`src/rtl/instr_sequencer_if.sv`:
```
// Bus bundle between the sequencer, the instruction memory, the regfile and the ALU.
// The master side is the sequencer.
interface instr_sequencer_if;
    logic [4:0]  pc;
    logic [16:0] instr;
    logic [4:0]  rf_raddr1;
    logic [4:0]  rf_raddr2;
    logic        rf_we;
    logic [4:0]  rf_waddr;
    logic [1:0]  alu_op;
    logic        alu_valid;
    logic        alu_done;

    modport master (
        output pc, rf_raddr1, rf_raddr2, rf_we, rf_waddr, alu_op, alu_valid,
        input  instr, alu_done
    );

    modport slave (
        input  pc, rf_raddr1, rf_raddr2, rf_we, rf_waddr, alu_op, alu_valid,
        output instr, alu_done
    );
endinterface

```
`src/rtl/instr_sequencer.sv`:
```
// Multi-cycle FETCH/DECODE/EXEC/WB control FSM for the E8 datapath.
// Owns the program counter and the instruction register.
module instr_sequencer #(
    parameter logic [4:0]  START_PC = 5'd0,
    parameter logic [4:0]  LAST_PC  = 5'd31,
    parameter int unsigned CNT_W    = 8
) (
    input  logic             clk,
    input  logic             rstN,
    input  logic             start_i,
    input  logic             abort_i,
    output logic             busy_o,
    output logic             done_o,
    output logic [CNT_W-1:0] retired_o,
    instr_sequencer_if.master bus
);

    typedef enum logic [2:0] {
        StIdle,
        StFetch,
        StDecode,
        StExec,
        StWb,
        StDone
    } state_e;

    localparam logic [CNT_W-1:0] CntOne = CNT_W'(1);

    state_e           state_q, state_d;
    logic [4:0]       pc_q, pc_d;
    logic [16:0]      ir_q, ir_d;
    logic [CNT_W-1:0] retired_q, retired_d;
    logic             ir_live;

    always_ff @(posedge clk or negedge rstN) begin
        if (!rstN) begin
            state_q   <= StIdle;
            pc_q      <= START_PC;
            ir_q      <= '0;
            retired_q <= '0;
        end else begin
            state_q   <= state_d;
            pc_q      <= pc_d;
            ir_q      <= ir_d;
            retired_q <= retired_d;
        end
    end

    always_comb begin
        state_d   = state_q;
        pc_d      = pc_q;
        ir_d      = ir_q;
        retired_d = retired_q;
        unique case (state_q)
            StIdle: begin
                if (start_i) begin
                    pc_d      = START_PC;
                    retired_d = '0;
                    state_d   = StFetch;
                end
            end
            StFetch: begin
                ir_d    = bus.instr;
                state_d = StDecode;
            end
            StDecode: state_d = StExec;
            StExec: begin
                if (bus.alu_done) begin
                    state_d = StWb;
                end
            end
            StWb: begin
                if (retired_q != '1) begin
                    retired_d = retired_q + CntOne;
                end
                if (pc_q == LAST_PC) begin
                    state_d = StDone;
                end else begin
                    pc_d    = pc_q + 5'd1;
                    state_d = StFetch;
                end
            end
            StDone:  state_d = StIdle;
            default: state_d = StIdle;
        endcase
        // Abort freezes all architectural state and wins over every transition, WB included.
        if (abort_i && (state_q != StIdle)) begin
            state_d   = StIdle;
            pc_d      = pc_q;
            ir_d      = ir_q;
            retired_d = retired_q;
        end
    end

    always_comb begin
        ir_live       = (state_q == StDecode) || (state_q == StExec) || (state_q == StWb);
        busy_o        = (state_q != StIdle);
        done_o        = (state_q == StDone) && !abort_i;
        retired_o     = retired_q;
        bus.pc        = pc_q;
        bus.rf_raddr1 = ir_live ? ir_q[9:5]   : 5'd0;
        bus.rf_raddr2 = ir_live ? ir_q[4:0]   : 5'd0;
        bus.rf_waddr  = ir_live ? ir_q[14:10] : 5'd0;
        bus.alu_op    = ir_live ? ir_q[16:15] : 2'd0;
        bus.rf_we     = (state_q == StWb);
        bus.alu_valid = (state_q == StExec);
    end

endmodule

```
`src/flat_wrapper.sv`:
```
// flat-port wrapper written by rule: the top's interface ports become plain ports
module instr_sequencer_flat 
#(
    parameter logic [4:0]  START_PC = 5'd0,
    parameter logic [4:0]  LAST_PC  = 5'd31,
    parameter int unsigned CNT_W    = 8
)
  (clk, rstN, start_i, abort_i, busy_o, done_o, retired_o, bus_pc, bus_rf_raddr1, bus_rf_raddr2, bus_rf_we, bus_rf_waddr, bus_alu_op, bus_alu_valid, bus_instr, bus_alu_done);
  instr_sequencer_if bus_i ();
  input  logic clk;
  input  logic rstN;
  input  logic start_i;
  input  logic abort_i;
  output logic busy_o;
  output logic done_o;
  output logic [CNT_W-1:0] retired_o;
  output wire logic [$bits(bus_i.pc)-1:0] bus_pc;
  output wire logic [$bits(bus_i.rf_raddr1)-1:0] bus_rf_raddr1;
  output wire logic [$bits(bus_i.rf_raddr2)-1:0] bus_rf_raddr2;
  output wire logic [$bits(bus_i.rf_we)-1:0] bus_rf_we;
  output wire logic [$bits(bus_i.rf_waddr)-1:0] bus_rf_waddr;
  output wire logic [$bits(bus_i.alu_op)-1:0] bus_alu_op;
  output wire logic [$bits(bus_i.alu_valid)-1:0] bus_alu_valid;
  input wire logic [$bits(bus_i.instr)-1:0] bus_instr;
  input wire logic [$bits(bus_i.alu_done)-1:0] bus_alu_done;
  assign bus_pc = bus_i.pc;
  assign bus_rf_raddr1 = bus_i.rf_raddr1;
  assign bus_rf_raddr2 = bus_i.rf_raddr2;
  assign bus_rf_we = bus_i.rf_we;
  assign bus_rf_waddr = bus_i.rf_waddr;
  assign bus_alu_op = bus_i.alu_op;
  assign bus_alu_valid = bus_i.alu_valid;
  assign bus_i.instr = bus_instr;
  assign bus_i.alu_done = bus_alu_done;
  instr_sequencer #(.START_PC(START_PC), .LAST_PC(LAST_PC), .CNT_W(CNT_W)) u_core (.clk(clk), .rstN(rstN), .start_i(start_i), .abort_i(abort_i), .busy_o(busy_o), .done_o(done_o), .retired_o(retired_o), .bus(bus_i));
endmodule
```
`config.mk`:
```
export PLATFORM = sky130hd
export DESIGN_NAME = instr_sequencer_flat
export DESIGN_NICKNAME = d
export VERILOG_FILES = /design/src/rtl/instr_sequencer_if.sv /design/src/rtl/instr_sequencer.sv /design/src/flat_wrapper.sv
export SDC_FILE = /design/constraint.sdc
export NUM_CORES = 1
export LEC_CHECK = 0
export ABC_AREA = 1
export CAP_MARGIN = 5
export CORE_UTILIZATION = 46
export CTS_BUF_LIST = sky130_fd_sc_hd__clkbuf_4 sky130_fd_sc_hd__clkbuf_8 sky130_fd_sc_hd__clkbuf_16
export DETAILED_ROUTE_END_ITERATION = 12
export PLACE_DENSITY = 0.8
export SYNTH_ARGS = -nofsm -noshare
export SYNTH_HDL_FRONTEND = slang
export SYNTH_SLANG_ARGS = --single-unit
export TNS_END_PERCENT = 20
```
`constraint.sdc`:
```
create_clock -name clk -period 1.9 [get_ports clk]
set_clock_uncertainty 0.15 [all_clocks]
set_input_delay 0.38 -clock clk [delete_from_list [all_inputs] [get_ports clk]]
set_output_delay 0.38 -clock clk [all_outputs]
set_load 0.05 [all_outputs]
```
==> impl_metrics.py, run 1 <==
metrics = {
    "outcome": {
        "status": "finished with violations",
        "violations": "setup timing",
    },
    "timing": {
        "setup_viol": 19,
        "holdWs_ps": 326.3,
        "rsz0062_at_grt": "yes",
        "final.period_utilization_pct": 105.1,
        "fmax_ghz": 0.5010,
        "setup_ws_ps": -95.97,
        "tns_ps": -1402,
        "period_needed_ps": 1996,
        "slew_headroom_pct": 72.55,
        "final_hold_viol_count": 0,
        "worst_pin_slew_ps": 411.8,
        "final_max_slew_viol_count": 0,
    },
    "floorplan": {
        "start_util_pct": 49.75,
        "die-area_sq_mm": 0.004000,
        "rows": 21,
        "die_h_um": 63.25,
        "ioPinCount": 56,
        "coreArea_sq_mm": 0.003468,
        "die_w_um": 63.25,
    },
    "cts": {
        "cts_made_buffers": 5,
        "clkLatencyLatePin_ps": 290,
        "clk_pin_slew_ps": 70,
        "clock_sinks": 33,
        "clockBufferDepth": 2,
        "hold_buffers": 0,
        "cts_tree": "yes",
        "clock-root-buffer": "clkbuf_8",
        "h-tree-depth": 2,
    },
    "worst_hold_path": {
        "hold_path_class": "in2async",
    },
    "global_route": {
        "grt_first_pass_wirelength_mm": 6.313,
        "use_met1_pct": 25.12,
        "grt.total_usage_pct": 21.08,
        "use_met2_pct": 33.74,
        "grt_max_degree": 35,
        "gr-total-overflow": 0,
        "gr-usage-met3_pct": 8.152,
        "busiest_layer": "met2",
        "antenna_found_initial": 0,
        "first_global_vias": 1429,
    },
    "drt": {
        "vias": 1592,
        "postRouteAntennaNets": 0,
        "drc_errors": 0,
        "drtIter0Drc": 64,
        "totalWireLength_mm": 3.997,
        "vias_per_cell": 4.738,
        "dr.pass1.iters": 4,
        "drt-wirelength-per-cell_um": 11.90,
    },
    "setup_path": {
        "startpoint_type": "register",
        "crit_arrival_ps": 1470,
        "ff2ff_path_depth": 8,
        "cp_max_fo": 8,
        "cp_slowest_stage_delay_ps": 410,
        "critPathCaptureType": "primary output",
        "cp_slowest_cell": "dfrtp_1",
        "crit_required_ps": 1370,
        "path_class": "reg2out",
        "worstPathCellList": "nor2_4 -> nand2_4 -> inv_4 -> a21oi_4 -> clkbuf_16 -> nor2_2 -> buf_6",
    },
    "power": {
        "power_mw": 4.191,
        "p_leak_nw": 1.276,
        "ir_worst_vdd_uv": 1046,
        "powerDensity_mw_per_mm2": 1590,
    },
    "placed_design": {
        "dpl-instance-area_sq_mm": 0.002372,
        "dp_slack_ps": 8.540,
        "dp_cells": 322,
        "dp_hpwl_mm": 2.587,
        "gp_congestion": 0.7905,
        "portBuffers": 55,
    },
    "cells_and_area": {
        "drive_gt1_share_pct": 29.66,
        "layout.cells.non_filler": 336,
        "syn2layout_area_growth_pct": 52.72,
        "fin_util_pct": 75.97,
        "diodes": 0,
        "final_common_cell": "nand2_1",
        "fin_area_sq_mm": 0.002635,
        "layout_common_cells": "nand2_1 (37), nor2_1 (32), dfrtp_1 (32)",
        "num-nets-final": 314,
    },
    "synthesis": {
        "synth_flop_cell": "dfrtp_1",
        "synth-edff-count": 0,
        "synthTopCellsByArea": "dfrtp_1 (48%), nor2_1 (11%), nand2_1 (8.0%)",
        "synth_area_sq_mm": 0.001725,
        "ys_seq_area_share_pct": 47.86,
        "ys_warn_count": 0,
        "synth_cell_types": 26,
        "synth_top_area_share_pct": 47.86,
        "avgSynthCellArea_sq_um": 7.807,
        "ys_ff_latch": 33,
        "async_flop_share_pct": 100.0,
        "yosysTopAreaCell": "dfrtp_1",
        "synth_nets": 246,
        "syn_inst": 221,
    },
    "flow_run": {
        "maxCapViolCount": 0,
    },
}
==> kinds of logic after synthesis <==
family / after synthesis / share of synthesized area, %
simple gates: 109 / 27.92
xor+xnor: 2 / 1.015
flops: 33 / 47.86
fa+ha+maj: 3 / 2.176
buf+inv: 37 / 9.644
compound gates: 37 / 11.39
==> registers in the layout, indices dropped and copies added, names as in the netlist <==
register,flops
u_core.bus.pc,5
u_core.state_q,3
u_core.ir_q,17
u_core.retired_o,8
==> layout make-up <==
cell class	count	area, sq um
fillers	265	833.3
flip-flops and latches	33	827.0
multi-input cells	151	820.8
repair buffers	67	724.4
inverters	31	118.9
clock buffers	5	68.82
well taps	46	57.56
clock inverters	3	17.52
==> cells in the mapped netlist, types with 2 or more instances <==
master    instances
nor2_1           49
o21ai_0           7
or2_2             2
dfrtp_1          33
nand2_2           3
xor2_1            2
nand3b_1          3
nand3_1           9
a21oi_1          18
o21ai_1           8
buf_4             3
nand2_1          37
o21bai_1          2
buf_6             2
inv_1            29
ha_1              3
inv_2             2
==> repair_timing <==
action | CTS | global route
cloned | 0 | 1
pin swaps | 1 | 2
endpoints found under the setup margin | 20 | 20
resized for setup | 22 | 9
setup buffers | 2 | 3
hold endpoints to repair | 0 | 0
==> metal layers <==
metal,vias up,part of all wire (%)
met5,-,0
met4,0,1.7
met3,5,3.9
met2,35,51
met1,723,43
li1,829,-
==> critical path, delay by kind of cell (launching register included) <==
family | cells | cell delay (ps)
flops | 1 | 410
buf+inv | 3 | 400
simple gates | 3 | 310
compound gates | 1 | 40
==> power by group <==
group | internal (mW) | total [mW] | switching [mW]
sequential | 0.909 | 1.00 | 0.0940
combinational | 0.984 | 2.67 | 1.69
clock | 0.252 | 0.518 | 0.265
==> final timing paths <==
| check | startpoint | end | slack [ps] |
|---|---|---|---|
| max in group asynchronous | rstN | u_core.state_q[2] | 950 |
| min | rstN | u_core.retired_o[1] | 330 |
| max | u_core.state_q[1] | bus_rf_raddr2[2] | -100 |
| max reg2reg | u_core.bus.pc[0] | u_core.bus.pc[4] | 210 |
| min in group clk | u_core.ir_q[2] | u_core.ir_q[2] | 380 |
| min reg2reg | u_core.ir_q[2] | u_core.ir_q[2] | 380 |
No activity file was read; power rests on OpenSTA's default activity.
==> run 2: changes to the inputs <==
--- a/config.mk
+++ b/config.mk
@@ -10,7 +10,7 @@
 export CORE_UTILIZATION = 46
 export CTS_BUF_LIST = sky130_fd_sc_hd__clkbuf_4 sky130_fd_sc_hd__clkbuf_8 sky130_fd_sc_hd__clkbuf_16
 export DETAILED_ROUTE_END_ITERATION = 12
-export PLACE_DENSITY = 0.8
+export PLACE_DENSITY = 0.83
 export SYNTH_ARGS = -nofsm -noshare
 export SYNTH_HDL_FRONTEND = slang
 export SYNTH_SLANG_ARGS = --single-unit
==> run 2 against run 1 <==
The flow still finishes with violations (setup timing); power increased by 4.3%; wire length increased by 2.7%; utilization increased by 0.65 points; die area unchanged; setup slack got worse by 23 ps.
==> impl_metrics.py, run 2 (same netlist as run 1, synthesis figures left out) <==
metrics = {
    "cts": {
        "clk_pin_slew_ps": 70,
        "clockBufferDepth": 2,
        "h-tree-depth": 2,
        "clock-root-buffer": "clkbuf_8",
        "cts_tree": "yes",
        "cts_made_buffers": 5,
        "clock_sinks": 33,
        "clkLatencyLatePin_ps": 280,
        "hold_buffers": 0,
    },
    "timing": {
        "holdWs_ps": 350.5,
        "final.period_utilization_pct": 106.2,
        "rsz0062_at_grt": "yes",
        "slew_headroom_pct": 72.44,
        "period_needed_ps": 2019,
        "final_max_slew_viol_count": 0,
        "setup_ws_ps": -118.7,
        "final_hold_viol_count": 0,
        "setup_viol": 18,
        "worst_pin_slew_ps": 413.4,
        "fmax_ghz": 0.4954,
    },
    "floorplan": {
        "die_w_um": 63.25,
        "rows": 21,
        "die_h_um": 63.25,
        "ioPinCount": 56,
        "coreArea_sq_mm": 0.003468,
        "start_util_pct": 49.75,
        "die-area_sq_mm": 0.004000,
    },
    "worst_hold_path": {
        "hold_path_class": "in2async",
    },
    "cells_and_area": {
        "fin_area_sq_mm": 0.002658,
        "syn2layout_area_growth_pct": 54.02,
        "seq_area_sq_um": 827.0,
        "nFillCells": 241,
        "num-nets-final": 312,
        "final_common_cell": "nand2_1",
        "top_register": "u_core.ir_q",
        "multi_input_area_sq_um": 820.8,
        "layout.cells.non_filler": 334,
        "largest_register_ffs": 17,
        "drive_gt1_share_pct": 29.17,
        "diodes": 0,
        "layout_common_cells": "nand2_1 (37), nor2_1 (32), dfrtp_1 (32)",
    },
    "drt": {
        "drtIter0Drc": 78,
        "vias": 1615,
        "vias_per_cell": 4.835,
        "drc_errors": 0,
        "postRouteAntennaNets": 0,
        "drt-wirelength-per-cell_um": 12.29,
        "dr.pass1.iters": 4,
        "totalWireLength_mm": 4.106,
    },
    "power": {
        "powerDensity_mw_per_mm2": 1645,
        "ir_worst_vdd_uv": 1017,
        "p_leak_nw": 1.286,
    },
    "global_route": {
        "grt.total_usage_pct": 19.98,
        "grt_first_pass_wirelength_mm": 6.175,
        "grt_max_degree": 35,
        "first_global_vias": 1372,
        "antenna_found_initial": 0,
        "gr-total-overflow": 0,
    },
    "setup_path": {
        "cp_max_fo": 8,
        "crit_required_ps": 1370,
        "startpoint_type": "register",
        "path_class": "reg2out",
        "crit_arrival_ps": 1490,
        "critPathCaptureType": "primary output",
    },
    "placed_design": {
        "dp_slack_ps": 14.38,
        "dpl-instance-area_sq_mm": 0.002372,
        "dp_hpwl_mm": 2.563,
        "dp_cells": 322,
        "gp_congestion": 0.7687,
        "portBuffers": 55,
    },
    "outcome": {
        "violations": "setup timing",
        "status": "finished with violations",
    },
    "flow_run": {
        "maxCapViolCount": 0,
    },
}
run 2: worst paths after layout:
check / from / to / slack (ps) / cells past startpoint
worst max-delay path: u_core.state_q[1] / bus_rf_raddr1[1] / -120 / 7
worst min-delay path: rstN / u_core.retired_o[4] / 350 / 2
worst max register to register: u_core.state_q[1] / u_core.retired_o[3] / 230 / 9
worst min register to register: u_core.ir_q[8] / u_core.ir_q[8] / 370 / 2
max in group asynchronous: rstN / u_core.state_q[2] / 930 / 2
min in group clk: u_core.ir_q[8] / u_core.ir_q[8] / 370 / 2
run 2: layout make-up:
class,count,area share [%]
flip-flops and latches,33,31.12
well taps,46,2.166
multi-input cells,151,30.89
clock inverters,1,1.130
clock buffers,7,3.390
inverters,31,4.473
repair buffers,65,26.84
run 2: worst max-delay path, cell delays in order, from the launching register on:
cell and delay, ps:
dfrtp_1 410, nor2_4 150, nand2_4 70, inv_4 70
a21oi_4 50, clkbuf_16 190, nor2_4 100, buf_6 160
run 2: layer usage:
metal,global-route usage [%],vias up,routed length (um)
li1,-,825,-
met3,5.072,7,139
met2,30.91,33,2106
met4,8.807,0,57
met1,26.37,750,1803
met5,0,-,0
run 2: what timing repair did:
| action | 4_1_cts | 5_1_grt |
|---|---|---|
| buffers inserted | 2 | 1 |
| setup endpoints to repair | 20 | 20 |
| gates resized for setup | 3 | 29 |
| pin swaps | 1 | 2 |
| cloned | 0 | 1 |
run 2: power breakdown:
part / total, mW / leakage [nW] / internal (mW) / switching [mW]
logic: 2.68 / 0.823 / 0.971 / 1.71
registers: 1.00 / 0.401 / 0.909 / 0.0907
clock network: 0.695 / 0.0619 / 0.442 / 0.253
total: 4.37 / 1.29 / 2.32 / 2.05
run 2: per-stage QoR:
step | setup TNS (ps) | util [%] | power [mW]
global route | -2811 | 76.62 | 4.604
floorplan | -1416 | - | 2.608
finish | -1702 | 76.62 | 4.372
CTS | -1743 | 72.51 | 4.050
detailed placement | 0 | 68.40 | 3.289
global placement | 0 | 68.40 | 3.258
==> variant 1, RTL diff (flow settings as in run 1) <==
`LAST_PC` is set to 5'd31 in 2 places; all go to 5'd16.
--- a/src/rtl/instr_sequencer.sv
+++ b/src/rtl/instr_sequencer.sv
@@ -2,7 +2,7 @@
 // Owns the program counter and the instruction register.
 module instr_sequencer #(
     parameter logic [4:0]  START_PC = 5'd0,
-    parameter logic [4:0]  LAST_PC  = 5'd31,
+    parameter logic [4:0]  LAST_PC  = 5'd16,
     parameter int unsigned CNT_W    = 8
 ) (
     input  logic             clk,
--- a/src/flat_wrapper.sv
+++ b/src/flat_wrapper.sv
@@ -2,7 +2,7 @@
 module instr_sequencer_flat 
 #(
     parameter logic [4:0]  START_PC = 5'd0,
-    parameter logic [4:0]  LAST_PC  = 5'd31,
+    parameter logic [4:0]  LAST_PC  = 5'd16,
     parameter int unsigned CNT_W    = 8
 )
   (clk, rstN, start_i, abort_i, busy_o, done_o, retired_o, bus_pc, bus_rf_raddr1, bus_rf_raddr2, bus_rf_we, bus_rf_waddr, bus_alu_op, bus_alu_valid, bus_instr, bus_alu_done);
Behaviour: same outputs for any inputs over 10 cycles, from zero or initial values and one cycle with rstN low; that may be too few to reach the edited logic, so the function may still have changed.
==> variant 1 against run 1 <==
  * The run still ends with setup timing left
  * Non-clock buffer count grew 1
  * Cell area increased by 5.8%
  * Area after synthesis about the same
  * Sequential cell count unchanged
  * Worst setup slack improved by 0.028 ns
  * Routed wire length increased by 8.2%
  * Combinational power up 13%
  * Critical path depth is 2 lower
  * Total power increased by 8.1%
  * Critical endpoint is now bus_rf_raddr1[4]
  * Largest power group unchanged
==> variant 1: results (changes against run 1) <==
| Metric | Value |
|---|---|
| Setup TNS | -0.953 ns (+0.449 ns) |
| Initial antenna violation count | 0 (unchanged) |
| Signal buffers | 68 (+1.5%) |
| Fraction of area in registers | 0.296 (-0.0176) |
| Register area share after synthesis | 0.479 (about the same) |
| Leak | 1.28 nW (about the same) |
| Filler cells | 221 (-17%) |
| Met3 global-route usage | 0.0562 (-0.0254) |
| Share of layout cells above drive strength 1 | 0.313 (+0.0159) |
| Initial DRC Count | 62 (-3.1%) |
| Count of different cell masters after synthesis | 28 (+7.7%) |
| DRT Pass-1 Iters | 6 (+2) |
| Final net count | 312 (-0.64%) |
| Hold crit path type | in -> async |
| Met3 wire length | 245 microns (+56%) |
| CP max FO | 9 (+1) |
| Synth Area per Inst | 7.91 sq um (+1.3%) |
| Core area | 0.00347 sq mm (unchanged) |
| Area of the multi-input gates | 876 sq um (+6.7%) |
| Dpl cell area | 0.00255 sq mm (+7.4%) |
| Final WL | 4.32 mm (+8.2%) |
| Worst Slack Setup Final | -0.0680 ns (+0.0280 ns) |
| Commonest cells post-synth | nor2_1 (42), dfrtp_1 (33), inv_1 (30), nand2_1 (30), a21oi_1 (19) |
| ClkCell Share | 0.0310 (-0.00179) |
| Invs w/o clock | 32 (+3.2%) |
| Finished Layout Cells | 334 (-0.60%) |
| Gr usage total | 0.229 (+0.0185) |
| Number of global-route vias before repair | 1564 (+9.4%) |
| First-pass GRT wire length | 7.04 mm (+11%) |
| Biggest register | u_core.ir_q |
| Area contributors post-synth | dfrtp_1 (48%), nor2_1 (9.1%), inv_1 (6.5%) |
| Met2 usage | 0.383 (+0.0457) |
| Clock buf count | 6 (+1) |
| Metal-1 WL | 1.78 mm (+3.2%) |
| Failing checks | setup timing |
| Post-CTS Resized | 29 (+32%) |
| Vias | 1703 (+7.0%) |
| VDD IR-drop max | 0.00134 V (+28%) |
| #MultiIn Comb | 147 (-2.6%) |
| Met2 WL | 2.18 mm (+6.5%) |
| Setup violators final | 17 (-2) |
| Flip-flop and latch count | 33 (unchanged) |
| Placer Congestion | 0.787 (-0.49%) |
| Outcome | finished, violations left |
| Tightest Pin Transition | 0.417 ns (+0.00513 ns) |
| Crit path arrival time | 1.44 ns (-0.03 ns) |
| Place WS | -0.0657 ns (-0.0743 ns) |
==> variant 1: path summary, 6_finish.rpt <==
| check | start | to | slack [ns] | depth (start not counted) |
|---|---|---|---|---|
| min in group clk | u_core.ir_q[15]$_DFFE_PN0P_ | u_core.ir_q[15]$_DFFE_PN0P_ | 0.38 | 2 |
| setup / recovery | u_core.state_q[1]$_DFFE_PN0P_ | bus_rf_raddr1[4] | -0.07 | 5 |
| max in group asynchronous | rstN | u_core.ir_q[15]$_DFFE_PN0P_ | 0.96 | 2 |
| hold reg to reg | u_core.ir_q[15]$_DFFE_PN0P_ | u_core.ir_q[15]$_DFFE_PN0P_ | 0.38 | 2 |
| setup reg to reg | u_core.bus.pc[0]$_DFFE_PN0P_ | u_core.bus.pc[4]$_DFFE_PN0P_ | 0.13 | 6 |
| hold / removal | rstN | u_core.bus.pc[3]$_DFFE_PN0P_ | 0.34 | 2 |
==> variant 1: power breakdown <==
part	internal, mW	switching (mW)	total (mW)
Combinational	1.20	1.83	3.03
Clock	0.268	0.255	0.522
Sequential	0.901	0.0750	0.976
Total	2.37	2.16	4.53
==> variant 1: critical path: cells and delay by family, from the launching register on <==
family          cells  cell delay [ns]
buf+inv             3             0.49
compound gates      1             0.19
simple gates        1             0.05
flops               1             0.41
==> variant 1: cells by family (layout without fill, tap and decap cells) <==
kind of cell / Yosys count / count (layout) / share of synthesized area
simple gates: 105 / 105 / 0.274
compound gates: 39 / 39 / 0.131
buf+inv: 38 / 108 / 0.0936
flops: 33 / 33 / 0.479
fa+ha+maj: 3 / 3 / 0.0218
==> variant 1: through the flow <==
step	hold WS [ns]	utilization
global placement	0.345	0.734
finish	0.337	0.804
CTS	0.356	0.797
detailed placement	0.359	0.734
floorplan	-0.0656	-
global route	0.366	0.804
==> variant 2, RTL diff (settings of run 1) <==
Without the edit above. Put a register stage on the output `retired_o`, with the module's reset. The value now appears one clock later. The other outputs are not delayed to match.
--- a/src/rtl/instr_sequencer.sv
+++ b/src/rtl/instr_sequencer.sv
@@ -25,6 +25,8 @@
     } state_e;
 
     localparam logic [CNT_W-1:0] CntOne = CNT_W'(1);
+
+    logic [CNT_W-1:0] retired_c;
 
     state_e           state_q, state_d;
     logic [4:0]       pc_q, pc_d;
@@ -96,7 +98,7 @@
         ir_live       = (state_q == StDecode) || (state_q == StExec) || (state_q == StWb);
         busy_o        = (state_q != StIdle);
         done_o        = (state_q == StDone) && !abort_i;
-        retired_o     = retired_q;
+        retired_c     = retired_q;
         bus.pc        = pc_q;
         bus.rf_raddr1 = ir_live ? ir_q[9:5]   : 5'd0;
         bus.rf_raddr2 = ir_live ? ir_q[4:0]   : 5'd0;
@@ -106,5 +108,13 @@
         bus.alu_valid = (state_q == StExec);
     end
 
+    always_ff @(posedge clk or negedge rstN) begin
+        if (!rstN) begin
+            retired_o <= '0;
+        end else begin
+            retired_o <= retired_c;
+        end
+    end
+
 endmodule
 
Check against the original RTL: not equivalent (Yosys sat finds a counterexample within 10 cycles, from zero or initial values and one cycle with rstN low).
==> variant 2 against run 1 <==
  * The flow finishes with violations (DRC, setup timing)
  * Cell area rose by 9.5%
  * Area after synthesis rose by 12%
  * Routed wire length rose by 4.2%
  * Sequential share of layout area rose by 4.2 points
  * Synthesized cell count rose by 6.3%
  * Largest cell class unchanged
  * Worst setup slack got worse by 0.017 ns
  * Non-clock buffer count rose by 1
  * Sequential cell count rose by 8
  * Total power rose by 5.6%
  * Largest power group unchanged
==> variant 2: results (changes against run 1) <==
| Metric | Value |
|---|---|
| Synth Net Count | 260 (+5.7%) |
| Final WL | 4.17 mm (+4.2%) |
| Tightest Pin Transition | 0.278 ns (-0.134 ns) |
| Slowest CP cell | dfrtp_2 |
| Clock network power | 0.719 mW (+39%) |
| Final net count | 329 (+4.8%) |
| Int Pwr | 2.41 mW (+12%) |
| Final non-clock buffer share | 0.248 (-0.0264) |
| Area contributors post-synth | dfrtp_1 (53%), nor2_1 (10%), nand2_1 (9.1%) |
| DRT Pass-1 Iters | 8 (+4) |
| Invs w/o clock | 32 (+3.2%) |
| Worst setup path startpoint | u_core.state_q[2]$_DFFE_PN0P_ |
| DRC | 2 (+2) |
| Outcome | finished, violations left |
| Final HPWL DP | 2.80 mm (+8.2%) |
| Count of different cell masters after synthesis | 25 (-3.8%) |
| VDD IR-drop max | 0.000791 V (-24%) |
| Htree depth | 2 (unchanged) |
| Top_reg_cell synth | dfrtp_1 |
| Setup violators final | 17 (-2) |
| Number of synthesized register bits | 41 (+24%) |
| CP peak stage delay | 0.47 ns (+0.06 ns) |
| ClkCell Share | 0.0416 (+0.00887) |
| Largest net degree at the start of global routing | 42 (+20%) |
| Number of global-route vias before repair | 1485 (+3.9%) |
| Synth Area in Compound Gates | 0.108 (-0.00620) |
| Leak | 1.47 nW (+15%) |
| Signal buffers | 68 (+1.5%) |
| Commonest cells post-synth | nor2_1 (53), nand2_1 (47), dfrtp_1 (41) |
| Gr usage total | 0.191 (-0.0202) |
| Worst Slack Setup Final | -0.113 ns (-0.0172 ns) |
| Vias/cell | 4.91 (+3.6%) |
| CTS Buffer Depth | 2 (unchanged) |
| First-pass GRT wire length | 6.20 mm (-1.9%) |
| Comb. pwr | 2.55 mW (-4%) |
| Adder-Cell Fraction of Synth Area | 0.0195 (-0.00230) |
| Placer Congestion | 0.827 (+4.7%) |
| Failing checks | DRC, setup timing |
| Share of layout cells above drive strength 1 | 0.285 (-0.0113) |
| Synth Area in XOR/XNOR | 0.00454 (-0.00561) |
| Clock buf count | 6 (+1) |
| Register area | 0.00103 sq mm (+24%) |
| Initial DRC Count | 51 (-20%) |
| Hold crit path type | reg -> reg |
| Multi-input gate share of total cell area | 0.288 (-0.0235) |
| #MultiIn Comb | 156 (+3.3%) |
-- variant 2: changes by cell type in the layout (fill, tap and decap cells not counted), moves of 3 or more --
cell and delta:
nand2_1 +10, nand3b_1 -3, o21ai_1 -6, o21ai_2 +5
buf_4 +4, dfrtp_1 +8, nor2_1 +3, buf_6 -4
-- variant 2: metal layers --
layer	GRT usage	vias to the layer above	part of all wire
met5	0	-	0
met4	0.0824	0	0.017
met3	0.0702	7	0.066
met2	0.333	51	0.50
met1	0.203	811	0.42
li1	-	873	-
-- variant 2: what timing repair did --
action | CTS | global route
resized for setup | 5 | 25
pin swaps | 1 | 3
endpoints found under the setup margin | 20 | 20
gates cloned | 0 | 1
setup buffers | 2 | 1
hold endpoints to repair | 41 | 0
hold buffers | 1 | 0
-- variant 2: through the flow --
step            TNS, ns  setup slack, ns  power, mW  cell area [sq um]  std cells
2_1_floorplan     -1.57           -0.131       2.72               1980        235
3_3_place_gp   -0.00769         -0.00769       3.37               2600        342
3_5_place_dp    -0.0635          -0.0635       3.41               2600        342
4_1_cts           -2.08           -0.129       4.20               2760        353
5_1_grt           -2.60           -0.166       4.67               2890        355
6_report          -1.65           -0.113       4.43               2890        355
-- variant 2: worst paths after layout --
| path | end | slack, ns | depth (start not counted) |
|---|---|---|---|
| worst min-delay path | u_core.retired_o[6]$_DFF_PN0_ | 0.30 | 0 |
| worst min register to register | u_core.retired_o[6]$_DFF_PN0_ | 0.30 | 0 |
| worst max-delay path | bus_alu_op[1] | -0.11 | 6 |
| worst max register to register | u_core.bus.pc[2]$_DFFE_PN0P_ | 0.18 | 8 |
| min in group asynchronous | u_core.ir_q[15]$_DFFE_PN0P_ | 0.43 | 3 |
| max in group asynchronous | u_core.state_q[2]$_DFFE_PN0P_ | 0.95 | 3 |
